<file path="src/rtl/alu_exec_stage.sv">
// Registered execute stage around a 32-bit combinational ALU (AND/OR/ADD/SUB/SLT).
// Define ALU_EXEC_SKID_BUF_EN to add a one-entry skid buffer and a registered in_ready.
package alu_exec_pkg;
    localparam logic [2:0] OP_AND = 3'b000;
    localparam logic [2:0] OP_OR  = 3'b001;
    localparam logic [2:0] OP_ADD = 3'b010;
    localparam logic [2:0] OP_SUB = 3'b110;
    localparam logic [2:0] OP_SLT = 3'b111;
endpackage

module alu #(
    parameter int WIDTH = 32
) (
    input  logic [WIDTH-1:0] A,
    input  logic [WIDTH-1:0] B,
    input  logic [2:0]       ALUop,
    output logic [WIDTH-1:0] Result,
    output logic             Zero,
    output logic             Overflow,
    output logic             CarryOut
);
    import alu_exec_pkg::*;

    logic             sub;
    logic [WIDTH-1:0] b_eff;
    logic [WIDTH:0]   sum;

    // NOTE: every output gets a default before the case, so no latches are inferred.
    always_comb begin
        sub      = (ALUop == OP_SUB) || (ALUop == OP_SLT);
        b_eff    = sub ? ~B : B;
        sum      = {1'b0, A} + {1'b0, b_eff} + {{WIDTH{1'b0}}, sub};
        Overflow = (A[WIDTH-1] == b_eff[WIDTH-1]) && (sum[WIDTH-1] != A[WIDTH-1]);
        Result   = '0;
        CarryOut = 1'b0;
        case (ALUop)
            OP_AND: Result = A & B;
            OP_OR:  Result = A | B;
            OP_ADD: begin
                Result   = sum[WIDTH-1:0];
                CarryOut = sum[WIDTH];
            end
            OP_SUB: begin
                Result   = sum[WIDTH-1:0];
                CarryOut = !sum[WIDTH];
            end
            // Signed less-than: sign of A-B corrected by overflow.
            OP_SLT: Result = {{(WIDTH-1){1'b0}}, sum[WIDTH-1] ^ Overflow};
            default: Result = '0;
        endcase
        Zero = (Result == '0);
    end
endmodule

module alu_exec_stage #(
    parameter int DATA_WIDTH = 32,
    parameter int TAG_WIDTH  = 5
) (
    input  logic                  clk,
    input  logic                  rst,
    input  logic                  flush,
    input  logic                  in_valid,
    output logic                  in_ready,
    input  logic [DATA_WIDTH-1:0] in_A,
    input  logic [DATA_WIDTH-1:0] in_B,
    input  logic [2:0]            in_ALUop,
    input  logic [TAG_WIDTH-1:0]  in_tag,
    output logic                  out_valid,
    input  logic                  out_ready,
    output logic [DATA_WIDTH-1:0] out_result,
    output logic                  out_zero,
    output logic                  out_overflow,
    output logic                  out_carryout,
    output logic                  out_illegal,
    output logic [TAG_WIDTH-1:0]  out_tag,
    output logic [7:0]            ovf_cnt
);
    import alu_exec_pkg::*;

    typedef struct packed {
        logic [DATA_WIDTH-1:0] result;
        logic                  zero;
        logic                  overflow;
        logic                  carry;
        logic                  illegal;
        logic [TAG_WIDTH-1:0]  tag;
    } entry_t;

    logic [DATA_WIDTH-1:0] alu_result;
    logic                  alu_zero;
    logic                  alu_overflow;
    logic                  alu_carry;

    alu #(.WIDTH(DATA_WIDTH)) u_alu (
        .A        (in_A),
        .B        (in_B),
        .ALUop    (in_ALUop),
        .Result   (alu_result),
        .Zero     (alu_zero),
        .Overflow (alu_overflow),
        .CarryOut (alu_carry)
    );

    entry_t     new_entry;
    entry_t     out_q, out_d;
    logic       out_valid_q, out_valid_d;
    logic [7:0] ovf_cnt_q, ovf_cnt_d;
    logic       illegal_op, addsub_op;
    logic       handoff, out_free, accept;
`ifdef ALU_EXEC_SKID_BUF_EN
    entry_t     skid_q, skid_d;
    logic       skid_valid_q, skid_valid_d;
`endif

    always_comb begin
        illegal_op = !(in_ALUop inside {OP_AND, OP_OR, OP_ADD, OP_SUB, OP_SLT});
        addsub_op  = (in_ALUop == OP_ADD) || (in_ALUop == OP_SUB);

        new_entry.result   = illegal_op ? '0 : alu_result;
        new_entry.zero     = illegal_op | alu_zero;
        new_entry.overflow = addsub_op & alu_overflow;
        new_entry.carry    = !illegal_op & alu_carry;
        new_entry.illegal  = illegal_op;
        new_entry.tag      = in_tag;
    end

    always_comb begin
        handoff  = out_valid_q & out_ready;
        out_free = !out_valid_q | out_ready;
`ifdef ALU_EXEC_SKID_BUF_EN
        in_ready = !skid_valid_q & !flush & !rst;
`else
        in_ready = out_free & !flush & !rst;
`endif
        accept      = in_valid & in_ready;
        out_d       = out_q;
        out_valid_d = out_valid_q;
`ifdef ALU_EXEC_SKID_BUF_EN
        skid_d       = skid_q;
        skid_valid_d = skid_valid_q;
        // A held skid entry drains first; in_ready is low while it is occupied.
        if (out_free && skid_valid_q) begin
            out_d        = skid_q;
            out_valid_d  = 1'b1;
            skid_valid_d = 1'b0;
        end else if (!out_free && accept) begin
            skid_d       = new_entry;
            skid_valid_d = 1'b1;
        end else
`endif
        if (out_free) begin
            out_valid_d = accept;
            if (accept) out_d = new_entry;
        end

        ovf_cnt_d = ovf_cnt_q;
        if (handoff && !flush && out_q.overflow && ovf_cnt_q != 8'hFF)
            ovf_cnt_d = ovf_cnt_q + 8'd1;

        if (flush) begin
            out_valid_d = 1'b0;
`ifdef ALU_EXEC_SKID_BUF_EN
            skid_valid_d = 1'b0;
`endif
        end
    end

    // NOTE: sequential state uses non-blocking assignments so every register samples pre-edge values.
    always_ff @(posedge clk) begin
        if (rst) begin
            out_q       <= '0;
            out_valid_q <= 1'b0;
            ovf_cnt_q   <= '0;
        end else begin
            out_q       <= out_d;
            out_valid_q <= out_valid_d;
            ovf_cnt_q   <= ovf_cnt_d;
        end
    end

`ifdef ALU_EXEC_SKID_BUF_EN
    // NOTE: only the skid valid bit is reset; its payload is never observed while invalid.
    always_ff @(posedge clk) begin
        if (rst) skid_valid_q <= 1'b0;
        else     skid_valid_q <= skid_valid_d;
        skid_q <= skid_d;
    end
`endif

    assign out_valid    = out_valid_q;
    assign out_result   = out_q.result;
    assign out_zero     = out_q.zero;
    assign out_overflow = out_q.overflow;
    assign out_carryout = out_q.carry;
    assign out_illegal  = out_q.illegal;
    assign out_tag      = out_q.tag;
    assign ovf_cnt      = ovf_cnt_q;
endmodule

</file>
<file path="config.mk">
export PLATFORM = sky130hd
export DESIGN_NAME = alu_exec_stage
export DESIGN_NICKNAME = d
export VERILOG_FILES = /design/src/rtl/alu_exec_stage.sv
export SDC_FILE = /design/constraint.sdc
export NUM_CORES = 1
export LEC_CHECK = 0
export BUFFER_PORTS_ARGS = -buffer_cell sky130_fd_sc_hd__clkbuf_2
export CAP_MARGIN = 20
export CORE_AREA = 2 2 101 103
export CTS_BUF_LIST = sky130_fd_sc_hd__clkbuf_2 sky130_fd_sc_hd__clkbuf_4 sky130_fd_sc_hd__clkbuf_8
export DETAILED_ROUTE_END_ITERATION = 8
export DIE_AREA = 0 0 103 105
export PLACE_DENSITY = 0.83
export SLEW_MARGIN = 15
export SYNTH_ARGS = -nofsm -noshare
export SYNTH_HDL_FRONTEND = slang
export SYNTH_SLANG_ARGS = --single-unit
</file>
<file path="constraint.sdc">
create_clock -name clk -period 4.9 [get_ports clk]
set_input_delay 0.98 -clock clk [delete_from_list [all_inputs] [get_ports clk]]
set_output_delay 0.98 -clock clk [all_outputs]
set_load 0.02 [all_outputs]
</file>
==> qor.csv, run 1 <==
metric;value;unit
rsz0062_at_grt;false;
p_clk_frac;0.182;
dr.first_iter.drc_count;455;
setup_viol;0;
synth_area;5197;um^2
firstDrtPassIters;6;
die_height;105;um
min_period_over_period;0.8718;
vias_per_cell;6.307;
finClkSkew;0.009324;ns
hold_violations;0;
cts_tree;done;
period_minus_slack;4.272;ns
fmax;0.2341;GHz
status;complete, no violations;
power_leakage;2.503;nW
ant_nets;0;
synth_top_area_frac;0.1926;
clk_pin_slew_worst_paths;0.10;ns
drt-total-wl;16570;um
grt_max_degree;53;
crit_path_max_fanout;12;
track_usage;0.2995;
slew_headroom;0.3068;
netlist_instances;692;
gp_congestion;0.9862;
num_vias;5809;
cp.required;5.16;ns
ys_top_cells_by_area;dfxtp_1 (19%), ha_1 (8.4%), xnor2_1 (6.4%);
ir_drop;0.1221;mV
cts_post_setup_buffers_inserted;0;
die_w;103;um
seq_area_frac_synth;0.1926;
synth-main-ff-cell;dfxtp_1;
netlist_top_cells_count;nor2_1 (76), nand2_1 (53), dfxtp_1 (50);
netSwitchingFraction;0.4274;
hold_class;reg -> reg;
grt_overflow;0;
seq_power_share;0.313;
synthToLayoutAreaGrowth;14.47;%
ys_ff_latch;50;
fin_nets;901;
dp_hpwl;12960;um
timing.setup.tns;0;ns
yosysWarnings;0;
cts_buffer_depth;2;
critPathKind;in -> reg;
postCtsResizedCells;0;
ys_types;76;
wl_per_cell;17.99;um
critPathLaunchType;primary input;
rows;36;
htree_levels;2;
floorplan.initialDensity;0.5392;
antenna_cells;0;
slew_viol_final;0;
netSwitchingPower;0.5909;mW
cts.sinks;50;
syn-num-nets;805;
powerDensity;232.4;nW/um^2
dieArea;10820;um^2
grt_pass1_vias;5408;
async_flop_share;0;
drive_above_1_share;0.2107;
comb_power_share;0.505;
clk_latency;0.31;ns
max-cap-violations;0;
cts_buffers;5;
grt_first_pass_wirelength;26350;um
synth_edf_count;0;
root_buffer;clkbuf_8;
worst_pin_slew;1.040;ns
arrival;4.53;ns
design.core.area;9639;um^2
portBuffers;127;
internal_power;0.7917;mW
drc;0;
end_kind;register;
num_io_pins;128;
ctsHoldBuffers;0;
antenna_found_initial;0;
yosys.area.top_type;dfxtp_1;
fin_util;0.6172;
synth.most_common_cell;nor2_1;
avgSynthCellArea;7.511;um^2
## critical path, stage by stage
cell and delay [ns]:
clkbuf_2 0.15, nand2_2 0.28, buf_4 0.32, xnor2_1 0.10, ha_1 0.46, nand3_1 0.18, or4_4 0.58, o221ai_2 0.34
o41ai_4 0.12, o211ai_4 0.27, o211ai_2 0.12, a2111oi_2 0.34, nand4_1 0.14, o21ai_1 0.14
## registers in the layout, indices dropped and copies added (netlist names)
register	count
out_carryout	1
out_illegal	1
out_overflow	1
out_result	32
out_tag	5
out_valid	1
out_zero	1
ovf_cnt	8
## routing by layer
metal,routed length (um),GRT usage
met1,6721,0.3913
met2,7839,0.4884
met3,1298,0.03880
met5,0,0
met4,707,0.1269
## worst paths after layout
check               from          to  slack [ns]  cells after the start
max          in_ALUop[1]    out_zero        0.63                     14
min           out_tag[2]  out_tag[2]        0.46                      2
max reg2reg    out_valid    out_zero        2.74                     10
min reg2reg   out_tag[2]  out_tag[2]        0.46                      2
## power by group through the flow
stage	logic [mW]	registers (mW)	clock network, mW
finish	0.698	0.433	0.252
floorplan	0.479	0.460	0
global route	0.759	0.434	0.273
CTS	0.683	0.432	0.254
detailed placement	0.680	0.442	0
global placement	0.667	0.441	0
## through the flow
stage                     power [mW]  cell area (um^2)  setup slack (ns)  std cells  hold slack (ns)
after detailed placement       1.121              5863            0.3523        914           0.4493
after CTS                      1.369              5949            0.6776        921           0.4630
after floorplan               0.9396              5197            0.6922        692           0.5345
after global routing           1.466              5949            0.3883        921           0.4778
final                          1.383              5949            0.6282        921           0.4629
after global placement         1.109              5863            0.4606        914           0.4418
## cells by family (layout without fill, tap and decap cells)
| logic type | after synthesis | after routing | share of synthesized area |
|---|---|---|---|
| and+or+nand+nor | 266 | 266 | 0.2561 |
| AOI/OAI and AO/OA | 199 | 199 | 0.2732 |
| buffers and inverters | 63 | 159 | 0.05176 |
| adders and majority gates | 62 | 62 | 0.1382 |
| xor gates and xnor gates | 50 | 50 | 0.08426 |
| DFF | 50 | 50 | 0.1926 |
| muxes | 2 | 2 | 0.003852 |
## cells in the final DEF, fill, tap and decap left out, types with 12 or more instances in the layout
cell / synthesis / routed
clkbuf_2: 0 / 127
nor2_1: 76 / 76
nand2_1: 53 / 53
dfxtp_1: 50 / 50
a21oi_1: 49 / 49
xnor2_1: 38 / 38
ha_1: 35 / 35
nor3_1: 29 / 29
nand3_1: 27 / 27
maj3_1: 26 / 26
o21ai_0: 23 / 23
a211oi_1: 21 / 21
a21o_1: 17 / 17
nand4_1: 16 / 16
inv_1: 15 / 15
xor2_1: 12 / 12
## final cells by class
type	count	area, um^2
multi-input combinational	579	3929
tap	133	166.4
clock buffer	5	68.82
sequential	50	1001
inverter	15	56.30
fill	912	3690
timing repair buffer	137	710.7
clock inverter	2	17.52
Note: power is estimated with default switching activity, not from simulation.
==> run 2, diff against run 1 <==
--- a/config.mk
+++ b/config.mk
@@ -7,12 +7,13 @@
 export LEC_CHECK = 0
 export BUFFER_PORTS_ARGS = -buffer_cell sky130_fd_sc_hd__clkbuf_2
 export CAP_MARGIN = 20
-export CORE_AREA = 2 2 101 103
+export CORE_AREA = 2 2 104 106
 export CTS_BUF_LIST = sky130_fd_sc_hd__clkbuf_2 sky130_fd_sc_hd__clkbuf_4 sky130_fd_sc_hd__clkbuf_8
 export DETAILED_ROUTE_END_ITERATION = 8
-export DIE_AREA = 0 0 103 105
+export DIE_AREA = 0 0 106 108
 export PLACE_DENSITY = 0.83
 export SLEW_MARGIN = 15
 export SYNTH_ARGS = -nofsm -noshare
 export SYNTH_HDL_FRONTEND = slang
+export SYNTH_HIERARCHICAL = 1
 export SYNTH_SLANG_ARGS = --single-unit
==> qor.csv, run 2 <==
metric;value;unit;change
clk_latency;0.30;ns;was 0.31 ns
ir_drop;0.1213;mV;was 0.1221 mV
antenna_found_initial;0;;unchanged
netlist_instances;736;;was 692
yosysWarnings;6;;was 0
rsz0062_at_grt;true;;was false
fin_cells;1045;;was 921
netSwitchingFraction;0.4042;;was 0.4274
cp.required;5.11;ns;was 5.16 ns
dieArea;11450;um^2;was 10820 um^2
setup_slack;0.1548;ns;was 0.6282 ns
synth_top_area_frac;0.1791;;was 0.1926
cts_tree;done;;unchanged
synth-main-ff-cell;dfxtp_1;;unchanged
avgSynthCellArea;7.596;um^2;was 7.511 um^2
end_kind;register;;unchanged
syn-num-nets;849;;was 805
cts_buffers;5;;unchanged
wl_per_cell;16.35;um;was 17.99 um
hold_violations;0;;unchanged
arrival;4.96;ns;was 4.53 ns
timing.setup.tns;0;ns;unchanged
fmax;0.2107;GHz;was 0.2341 GHz
critPathKind;in -> reg;;unchanged
slew_viol_final;0;;unchanged
floorplan.initialDensity;0.5464;;was 0.5392
drt-total-wl;17080;um;was 16570 um
rows;37;;was 36
fin_nets;1022;;was 901
synth_area;5590;um^2;was 5197 um^2
slew_headroom;0.5045;;was 0.3068
ys_top_cells_by_area;dfxtp_1 (18%), ha_1 (7.8%), xnor2_1 (6.4%);;was dfxtp_1 (19%), ha_1 (8.4%), xnor2_1 (6.4%)
pre_cts_ws;-0.2686;ns;was 0.3523 ns
most-common-layout-cells;clkbuf_2 (127), inv_1 (87), buf_4 (84);;was clkbuf_2 (127), nor2_1 (76), nand2_1 (53)
num_io_pins;128;;unchanged
antenna_cells;0;;unchanged
die_height;108;um;was 105 um
grt_first_pass_wirelength;27440;um;was 26350 um
design.core.area;10230;um^2;was 9639 um^2
status;complete, no violations;;unchanged
ys_types;91;;was 76
drc;0;;unchanged
p_clk_frac;0.160;;was 0.182
hold_class;reg -> reg;;unchanged
setup_viol;0;;unchanged
die_w;106;um;was 103 um
largest_reg_flops;32;;unchanged
seq_area_frac_synth;0.1791;;was 0.1926
async_flop_share;0;;unchanged
min_period_over_period;0.9684;;was 0.8718
gp_congestion;1.011;;was 0.9862
placed_cells;1036;;was 914
seq_power_share;0.289;;was 0.313
grt_pass1_vias;5814;;was 5408
grt_overflow;0;;unchanged
root_buffer;clkbuf_8;;unchanged
stdcell_area;6918;um^2;was 5949 um^2
clk_pin_slew_worst_paths;0.08;ns;was 0.10 ns
fin_total_pwr;1.473;mW;was 1.383 mW
synth_edf_count;0;;unchanged
netlist_top_cells_count;inv_1 (87), nand2_1 (67), dfxtp_1 (50);;was nor2_1 (76), nand2_1 (53), dfxtp_1 (50)
cts_buffer_depth;2;;unchanged
firstDrtPassIters;5;;was 6
reg2reg_from;out_valid;;unchanged
final_common_cell;clkbuf_2;;unchanged
startpoint;in_ALUop[2];;was in_ALUop[1]
num_vias;6282;;was 5809
synthToLayoutAreaGrowth;23.75;%;was 14.47%
fin_util;0.6762;;was 0.6172
htree_levels;2;;unchanged
ant_nets;0;;unchanged
worst_pin_slew;0.7417;ns;was 1.040 ns
comb_power_share;0.551;;was 0.505
max-cap-violations;0;;unchanged
grt_max_degree;34;;was 53
powerDensity;213.0;nW/um^2;was 232.4 nW/um^2
internal_power;0.8779;mW;was 0.7917 mW
yosys.area.top_type;dfxtp_1;;unchanged
netSwitchingPower;0.5955;mW;was 0.5909 mW
portBuffers;127;;unchanged
hold_path_startpoint;out_result[17];;was out_tag[2]
power_leakage;2.978;nW;was 2.503 nW
dp_hpwl;13590;um;was 12960 um
dr.first_iter.drc_count;476;;was 455
drive_above_1_share;0.2827;;was 0.2107
critPathLaunchType;primary input;;unchanged
vias_per_cell;6.011;;was 6.307
period_minus_slack;4.745;ns;was 4.272 ns
crit_path_max_fanout;6;;was 12
dpl_cell_area;6783;um^2;was 5863 um^2
cts.sinks;50;;unchanged
num-fill-cells;909;;was 912
finClkSkew;0.008320;ns;was 0.009324 ns
synth.most_common_cell;inv_1;;was nor2_1
track_usage;0.2910;;was 0.2995
ys_ff_latch;50;;unchanged
hold_ws;0.4588;ns;was 0.4629 ns
==> run 2: cell count changes after synthesis, moves of 7 or more <==
cell / change
a211oi_1: -13
a21o_1: -10
inv_1: +72
nand2_1: +14
nand2b_1: -7
nand3_1: -12
nand4_1: +8
nor2_1: -44
nor3_1: -17
o31ai_1: +8
o32ai_1: +34
xor2_1: -7
==> run 2: worst max-delay path: stages <==
cell       delay, ns
clkbuf_2        0.12
nand2_4         0.11
buf_4           0.16
xnor2_1         0.12
ha_1            0.30
a21o_2          0.25
a221oi_4        0.28
xor2_1          0.16
o22ai_1         0.12
or4_1           0.49
or4b_4          0.49
or4_4           0.49
a2111oi_2       0.21
nand3_1         0.16
nor4b_2         0.23
inv_1           0.08
a311oi_1        0.20
==> run 2: worst paths after layout <==
path,end,slack (ns),cells past startpoint
worst max-delay path,out_zero,0.15,17
worst min-delay path,out_result[17],0.46,2
worst max register to register,out_result[12],3.19,4
worst min register to register,out_result[17],0.46,2
==> run 2: cells by family (layout without fill, tap and decap cells) <==
group | Yosys count | count (layout) | synth area share
flip-flops | 50 | 50 | 0.1791
AND/OR/NAND/NOR | 222 | 222 | 0.2171
XOR/XNOR | 46 | 46 | 0.07207
adder cells (fa/ha/maj) | 65 | 65 | 0.1338
AO/OA/AOI/OAI | 210 | 210 | 0.2775
multiplexers | 9 | 9 | 0.01701
buffers and inverters | 134 | 307 | 0.1034
==> run 2: area by class of cell <==
type	instances	area, um^2	area share
inverters	88	330.3	0.04775
flip-flops and latches	50	1001	0.1447
clock buffers	6	76.32	0.01103
clock inverters	1	7.507	0.001085
repair buffers	212	1277	0.1847
multi-input cells	552	4055	0.5862
well taps	136	170.2	0.02460
==> run 2: metal layers <==
layer	routed length [um]	part of all wire	vias to the layer above	global-route usage
met2	7775	0.46	292	0.4848
met3	1228	0.072	51	0.04521
met4	609	0.036	0	0.1128
met1	7468	0.44	2872	0.3799
li1	-	-	3067	-
met5	0	0	-	0
==> run 2: power groups by stage <==
| stage | Sequential (mW) | Combinational (mW) | Clock (mW) |
|---|---|---|---|
| floorplan | 0.448 | 0.483 | 0 |
| global placement | 0.434 | 0.777 | 0 |
| detailed placement | 0.434 | 0.786 | 0 |
| CTS | 0.425 | 0.790 | 0.241 |
| global route | 0.426 | 0.886 | 0.256 |
| finish | 0.425 | 0.812 | 0.236 |
==> run 2: timing repair <==
| action | in CTS | in global routing |
|---|---|---|
| hold buffers | 0 | 0 |
| resized for setup | 0 | 8 |
| setup endpoints to repair | 0 | 1 |
| buffers inserted | 0 | 2 |
